--- config.mk ---
export PLATFORM = sky130hd
export DESIGN_NAME = uart_tx_sched
export DESIGN_NICKNAME = d
export VERILOG_FILES = /design/src/rtl/uart_tx_sched.sv
export SDC_FILE = /design/constraint.sdc
export NUM_CORES = 1
export LEC_CHECK = 0
export BUFFER_PORTS_ARGS = -buffer_cell sky130_fd_sc_hd__buf_2
export CAP_MARGIN = 25
export CORE_MARGIN = 8
export CORE_UTILIZATION = 48
export DETAILED_ROUTE_END_ITERATION = 7
export PLACE_DENSITY = 0.75
export REMOVE_ABC_BUFFERS = 1
export SLEW_MARGIN = 40
export SYNTH_ARGS = -nofsm -noshare
export SYNTH_HDL_FRONTEND = slang
export SYNTH_SLANG_ARGS = --single-unit
--- constraint.sdc ---
create_clock -name i_clk -period 1.6 [get_ports i_clk]
set_clock_uncertainty 0.05 [all_clocks]
set_input_delay 0.32 -clock i_clk [delete_from_list [all_inputs] [get_ports i_clk]]
set_output_delay 0.32 -clock i_clk [all_outputs]
set_load 0.01 [all_outputs]
--- src/rtl/uart_tx_sched.sv ---
// uart_tx_sched: moves words from the TX FIFO (registered read port) to the
// TX serializer. Words with a parity error are dropped, good words go out over
// a valid/ready handshake, and a programmable idle gap follows each frame. A
// flush drains and discards the FIFO. Sticky error and saturating drop status
// are provided for the register block.
module uart_tx_sched #(
    parameter int DW    = 8,
    parameter int GAP_W = 8,
    parameter int CNT_W = 8
) (
    input  logic             i_clk,
    input  logic             i_nrst,
    input  logic             i_enable,
    input  logic             i_flush,
    input  logic [GAP_W-1:0] i_gap_cycles,
    output logic             o_fifo_rd_req,
    input  logic             i_fifo_empty,
    input  logic             i_fifo_valid,
    input  logic [DW-1:0]    i_fifo_data,
    input  logic             i_fifo_parity_error,
    output logic [DW-1:0]    o_tx_data,
    output logic             o_tx_valid,
    input  logic             i_tx_ready,
    input  logic             i_tx_done,
    output logic             o_busy,
    output logic             o_drop_pulse,
    output logic [CNT_W-1:0] o_drop_cnt,
    output logic             o_err
);

    typedef enum logic [2:0] {
        S_IDLE,
        S_FETCH,
        S_WAIT,
        S_SEND,
        S_DONE,
        S_GAP,
        S_FLUSH
    } state_e;

    state_e           state_q;
    logic [DW-1:0]    tx_data_q;
    logic             tx_valid_q;
    logic             drop_pulse_q;
    logic [CNT_W-1:0] drop_cnt_q;
    logic [CNT_W-1:0] drop_cnt_d;
    logic             err_q;
    logic [GAP_W-1:0] gap_q;
    logic             wait_q;     // second WAIT cycle without data
    logic             rd_pend_q;  // a read was issued last cycle
    logic             rd_req;

    // Read request is a decode of the state, gated so the FIFO is never
    // popped while empty.
    assign rd_req = ((state_q == S_FETCH) || (state_q == S_FLUSH)) && !i_fifo_empty;

    // Saturating increment of the drop counter; it never wraps.
    assign drop_cnt_d = (drop_cnt_q == {CNT_W{1'b1}}) ? drop_cnt_q
                                                      : drop_cnt_q + CNT_W'(1);

    // Scheduler FSM with registered handshake and status outputs.
    // NOTE: all state here uses non-blocking assignments so every register
    // samples the pre-edge values of the others, whatever the statement order.
    always_ff @(posedge i_clk or negedge i_nrst) begin
        if (!i_nrst) begin
            state_q      <= S_IDLE;
            tx_data_q    <= '0;
            tx_valid_q   <= 1'b0;
            drop_pulse_q <= 1'b0;
            drop_cnt_q   <= '0;
            err_q        <= 1'b0;
            gap_q        <= '0;
            wait_q       <= 1'b0;
            rd_pend_q    <= 1'b0;
        end else begin
            drop_pulse_q <= 1'b0;
            rd_pend_q    <= rd_req;
            case (state_q)
                S_IDLE: begin
                    if (i_flush) begin
                        state_q <= S_FLUSH;
                    end else if (i_enable && !i_fifo_empty) begin
                        state_q <= S_FETCH;
                    end
                end
                S_FETCH: begin
                    wait_q  <= 1'b0;
                    state_q <= S_WAIT;
                end
                S_WAIT: begin
                    if (i_fifo_valid) begin
                        if (i_fifo_parity_error) begin
                            drop_pulse_q <= 1'b1;
                            drop_cnt_q   <= drop_cnt_d;
                            state_q      <= S_IDLE;
                        end else begin
                            tx_data_q  <= i_fifo_data;
                            tx_valid_q <= 1'b1;
                            state_q    <= S_SEND;
                        end
                    end else if (wait_q) begin
                        err_q   <= 1'b1;
                        state_q <= S_IDLE;
                    end else begin
                        wait_q <= 1'b1;
                    end
                end
                S_SEND: begin
                    // Valid stays up with stable data until the serializer takes it.
                    if (i_tx_ready) begin
                        tx_valid_q <= 1'b0;
                        state_q    <= S_DONE;
                    end
                end
                S_DONE: begin
                    if (i_tx_done) begin
                        if (i_gap_cycles == '0) begin
                            state_q <= S_IDLE;
                        end else begin
                            gap_q   <= i_gap_cycles;
                            state_q <= S_GAP;
                        end
                    end
                end
                S_GAP: begin
                    if (gap_q <= GAP_W'(1)) begin
                        gap_q   <= '0;
                        state_q <= S_IDLE;
                    end else begin
                        gap_q <= gap_q - GAP_W'(1);
                    end
                end
                S_FLUSH: begin
                    if (i_fifo_valid) begin
                        drop_pulse_q <= 1'b1;
                        drop_cnt_q   <= drop_cnt_d;
                    end
                    // Leave only once no read is still in flight.
                    if (!i_flush && i_fifo_empty && !rd_pend_q) begin
                        state_q <= S_IDLE;
                    end
                end
                default: state_q <= S_IDLE;
            endcase
        end
    end

    assign o_fifo_rd_req = rd_req;
    assign o_tx_data     = tx_data_q;
    assign o_tx_valid    = tx_valid_q;
    assign o_busy        = (state_q != S_IDLE);
    assign o_drop_pulse  = drop_pulse_q;
    assign o_drop_cnt    = drop_cnt_q;
    assign o_err         = err_q;

`ifndef SYNTHESIS
    a_valid_hold: assert property (@(posedge i_clk) disable iff (!i_nrst)
        (o_tx_valid && !i_tx_ready) |=> (o_tx_valid && $stable(o_tx_data)));
    a_no_empty_read: assert property (@(posedge i_clk) disable iff (!i_nrst)
        o_fifo_rd_req |-> !i_fifo_empty);
    a_no_x: assert property (@(posedge i_clk) disable iff (!i_nrst)
        !$isunknown({o_tx_valid, o_fifo_rd_req}));
`endif

endmodule

; ---- After elaboration in Yosys (flattened, before gate mapping)
; Index checks and enable logic that the tools add are counted.
[totals]
reg_bits = 32
latchBits = 0
mem_bits_rw = 0
romBits = 0
inputBits = 25
out_inout_bits = 21
word_cells = 85
n_memories = 0
[op_classes]
addsub = 2
multipliers = 0
div_mod_pow = 0
magnitude_cmp = 1
eq_ne = 19
shifts = 0
muxes = 30
bitwise = 2
n_reduce_logical = 22
[ops]
columns = cell, n
row1 = $mux 8, 7
row2 = $pmux 8 s2, 2
row3 = $mux 3, 9
row4 = $pmux 3 s7, 1
row5 = $ne 2x2->1 const B, 9
row6 = $eq 3x3->1 const B, 3
row7 = $reduce_and 3->1, 3
row8 = $add 8x1->8 const B, 1
row9 = $eq 8x8->1 const B, 1
row10 = $le 8x1->1 const B, 1
row11 = $logic_not 8->1, 1
row12 = $reduce_and 4->1, 2
row13 = $reduce_bool 2->1, 4
row14 = $sub 8x1->8 const B, 1
row15 = $mux 1, 7
row16 = $eq 3x2->1 const B, 2
row17 = $ne 3x3->1 const B, 2
row18 = $pmux 1 s2, 3
row19 = $reduce_and 6->1, 1
row20 = $logic_and 1x1->1, 4
row21 = $eq 3x1->1 const B, 1
row22 = $logic_not 1->1, 3
row23 = $logic_not 3->1, 1
row24 = $reduce_bool 3->1, 1
row25 = other kinds (5), 6

; ---- Logic depth before layout (Yosys ltp)
[depth]
word_depth = 5
ltp_mapped = 7
ltp_nobuf = 6

; ---- Least setup slack after synthesis
; OpenSTA, ideal clock, no wires.
[synth_timing]
kind = reg2reg
startpoint = reg gap_q[0]
endpoint = reg gap_q[6]
setup_ns = 0.075
arrival_ns = 1.616
required_time_ns = 1.475
setup_slack_ns = -0.141
stages_incl_launch_ff = 8
path_buffers = 1
synth_period_minus_slack_ns = 1.741
cell_sequence = dfrtp_1 -> inv_1 -> ha_1 -> o21ba_1 -> a31o_1 -> buf_6 -> o41a_1 -> o2bb2ai_2
[synth_between]
elab_chain_len = 3
word_cells_on_any_way = 4
cone_classes = add/sub (1) / order compare (1) / mux (2)
[synth_lines]
columns = element, line
row1 = "start, declared", 48  ; logic [GAP_W-1:0] gap_q;
row2 = "start signal, assigned", 120  ; gap_q <= i_gap_cycles;
row3 = "start signal, assigned", 130  ; gap_q <= gap_q - GAP_W'(1);
row4 = $sub 8x1->8 / $le 8x1->1 (equally long branches), "130, 126"
row5 = $mux 8 *, 126  ; if (gap_q <= GAP_W'(1)) begin
row6 = $pmux 8 s2 *, 78  ; case (state_q)
; Mark *: on every way between the ends. The rest lies on a longest branch, timed or not.
; A chain may end at the register's enable or synchronous reset.

; ---- Worst setup path in the final report
[layout_timing]
startpoint = reg state_q[0]
endpoint = out o_fifo_rd_req
[layout_between]
elab_chain_len = 3
word_cells_on_any_way = 4
cone_classes = eq/ne (2) / reduce/logical (2)
[layout_lines]
columns = element, line
row1 = "start, declared", 41  ; state_e state_q;
row2 = "start signal, assigned", 66  ; state_q <= S_IDLE;
row3 = "start signal, assigned", 81  ; state_q <= S_FLUSH;
row4 = "start signal, assigned", 83  ; state_q <= S_FETCH;
row5 = $eq 3x1->1 / $eq 3x3->1 (equally long branches), 55  ; assign rd_req = ((state_q == S_FETCH) || (state_q == S_FLUSH)) && !i_fifo_empty;
row6 = $logic_or 1x1->1 *, 55
row7 = $logic_and 1x1->1 *, 55
row8 = "end, declared", 16  ; output logic o_fifo_rd_req,
; Marks and branches as above.

==> results.ini <==
[finish]
layout-drive-gt1-share = 0.593
final_cells = 321
num-fill-cells = 241
multi_input_comb_area_um2 = 1220
layout_common_cells = buf_2 (45), buf_4 (39), dfrtp_1 (30), buf_6 (13), nand2_1 (11)
layout.area.seq_um2 = 803
area_growth_from_synthesis_to_layout_pct = 59.3
layout_commonest_cell = buf_2
antenna_cells_inserted = 0
num-nets-final = 300

[floorplan]
die_height_um = 77.9
design.die.area_um2 = 6070
die-width_um = 77.9
floorplan.initialDensity = 0.499
num_rows = 22
boundary_pins = 46
floorplan.core_area_um2 = 3690

[logic_synthesis]
post-synth-top-area-cell = dfrtp_1
post_synth_edffs = 0
syn_area_per_cell_um2 = 10.6
ys_seq_area_frac = 0.435
synth_seq_cells = 32
synth.area.top_cells = dfrtp_1 (44%), mux2_1 (6.1%), o2bb2ai_1 (2.4%), nand2_1 (2.2%), mux2i_1 (2.2%)
share_of_the_synthesized_area_in_the_top_cell_type = 0.435
synth.yosys.warnings = 0
post_synth_inst_count = 173
top_ff_cell_synth = dfrtp_1
postSynth.asyncResetShare = 1.00
post_synth_num_cell_types = 58
netlist_area_um2 = 1840

[clock_tree]
cts_made_buffers = 5
insertion_delay_to_the_later_sink_of_the_worst_skew_pair_ns = 0.29
cts_root_buffer = clkbuf_8
clock-sinks = 32
cts_max_path_buffers = 2
clkTransAtPathRegs_ns = 0.07
cts_tree = yes
htree_levels = 2

[grt]
vias_in_the_first_global_route = 1935
pin_count_of_the_biggest_net_entering_global_routing = 18
number_of_antenna_violations_at_the_first_check_in_global_routing = 0
first_pass_grt_wire_length_um = 9480
groute.usage.overall = 0.195
grt-ovfl-total = 0

[timing]
share_of_the_cycle_needed_by_the_critical_path_after_routing = 1.09
finalMaxSlewViolations = 0
fmax_mhz = 572
grt_setup_unrepaired = yes
slew-limit-headroom = 0.661
timing.final.hold_violations = 0
final-setup-viol-count = 19
worst_slack_ns = -0.147
worst_pin_slew_ns = 0.504
fin_setup_tns_ns = -1.19
final.min_clock_period_ns = 1.75

[worst_hold_path]
min_path_type = input pin to flop
hold_end = rd_pend_q$_DFF_PN0_
hold_path_startpoint = i_fifo_empty
worstHoldPathCells = 2

[worst_setup_path]
worst_setup_path_start_kind = flop
worst_r2r_endpoint = gap_q[6]$_DFFE_PN0P_
crit_path_cell_trace = inv_2 -> or3_4 -> a21oi_2 -> buf_2
required_ns = 1.23
cp_slowest_stage_delay_ns = 0.41
worst_path_dominant_cell_family = flip-flops
crit_path_max_fanout = 4
critical_path.endpoint_type = output port
setup.worst_path.class = flop to output port
critical_path_buffer_and_inverter_count = 2
worst-r2r-setup-slack_ns = -0.13
reg2reg_from = gap_q[0]$_DFFE_PN0P_
r2r_cells = 6
cp.arrival_ns = 1.38
critical-path-slowest-cell = dfrtp_1

[flow_run]
timing.max_cap.violations = 0

[run_status]
run_status = finished, violations left
violations_in_the_final_reports = negative setup slack

[power]
vdd_ir_drop_max_uv = 1160
power.density_nw_per_um2 = 1890
p_leak_uw = 0.00137

[route]
dr_wl_met2_um = 3280
drtAntennaViolNets = 0
drt_pass1_iterations = 5
routed_wire_length_per_instance_um = 19.7
route.detailed.drc = 0
finalWirelength_um = 6330
routed.top_layer = met4
routed_metal_1_wire_length_um = 2450
num_vias = 1881
wl_met3_um = 349
initialDrtViolationCount = 131
number_of_vias_per_cell_after_detailed_routing = 5.86

[place]
place.gp.congestion = 0.848
io_buf_count = 45
dpl.cell_count = 295
hpwlAfterDp_um = 3480

## cell usage after synthesis (2+ instances only)
library cell	n
xnor2_1	2
inv_2	2
nand3_1	3
xor2_1	4
nand2b_1	3
buf_2	2
mux2_1	10
a31oi_1	4
nor4_2	2
or3_1	4
a22oi_1	2
inv_1	6
dfrtp_1	32
buf_4	2
o22ai_1	4
ha_1	3
a21o_1	2
clkbuf_1	3
and3_1	2
o2bb2ai_1	5
nand2_1	11
nor3_1	7
nor4_1	2
mux2i_1	4
a31o_1	2
nand4_1	2
a21oi_1	3
o21ai_0	8
nor2_1	8
## per-layer routing
layer,global-route usage,vias up
met5,0,-
met4,0.0815,0
met2,0.335,73
met1,0.219,938
li1,-,851
met3,0.0576,19
## area by class of cell
type	count	share of cell area
flip-flops and latches	32	0.274
clock buffers	6	0.0248
repair buffers	100	0.244
multi-input cells	125	0.415
inverters	8	0.0102
well taps	48	0.0205
clock inverters	2	0.0120
## logic make-up after synthesis
family	count (synthesis)	share of synthesized area
compound gates	45	0.192
xor+xnor	6	0.0286
fa+ha+maj	3	0.0204
buf+inv	16	0.0421
flops	32	0.435
mux	14	0.0829
simple gates	57	0.199
## state kept, by name, indices dropped and copies added (netlist names)
signal,count
o_drop_cnt,8
gap_q,8
o_drop_pulse,1
o_err,1
state_q,3
o_tx_valid,1
wait_q,1
o_tx_data,8
rd_pend_q,1
## worst max path at each step
stage	cells after the start	startpoint	to	slack, ns
2_1_floorplan	4	state_q[2]$_DFFE_PN0P_	state_q[0]$_DFFE_PN0P_	-0.14
3_3_place_gp	6	gap_q[0]$_DFFE_PN0P_	gap_q[6]$_DFFE_PN0P_	-0.08
3_5_place_dp	6	gap_q[0]$_DFFE_PN0P_	gap_q[6]$_DFFE_PN0P_	-0.16
4_1_cts	4	state_q[0]$_DFFE_PN0P_	o_fifo_rd_req	-0.16
5_1_grt	4	state_q[0]$_DFFE_PN0P_	o_fifo_rd_req	-0.22
6_report	4	state_q[0]$_DFFE_PN0P_	o_fifo_rd_req	-0.15
## what timing repair did
| action | 4_1_cts | 5_1_grt |
|---|---|---|
| pin swaps | 9 | 13 |
| gates cloned | 0 | 1 |
| endpoints found under the hold margin | 15 | 0 |
| hold buffers | 1 | 0 |
| gates resized for setup | 30 | 40 |
| endpoints found under the setup margin | 20 | 24 |
| setup buffers | 15 | 2 |
## report_power, final
part / switching [uW] / leakage [uW] / internal (uW)
logic: 1540 / 0.000930 / 1750
clock network: 321 / 0.0000552 / 462
registers: 318 / 0.000388 / 1150
## through the flow
step | setup WS [ns] | power, uW | area [um2] | utilization | hold slack [ns]
global route | -0.222 | 5860 | 2930 | 0.795 | 0.150
detailed placement | -0.158 | 3660 | 2370 | 0.642 | 0.212
global placement | -0.0806 | 3600 | 2370 | 0.642 | 0.204
floorplan | -0.142 | 2620 | 1790 | - | -0.0256
finish | -0.147 | 5550 | 2930 | 0.795 | 0.160
CTS | -0.162 | 4970 | 2740 | 0.742 | 0.152
(Power assumes the default switching activity.)
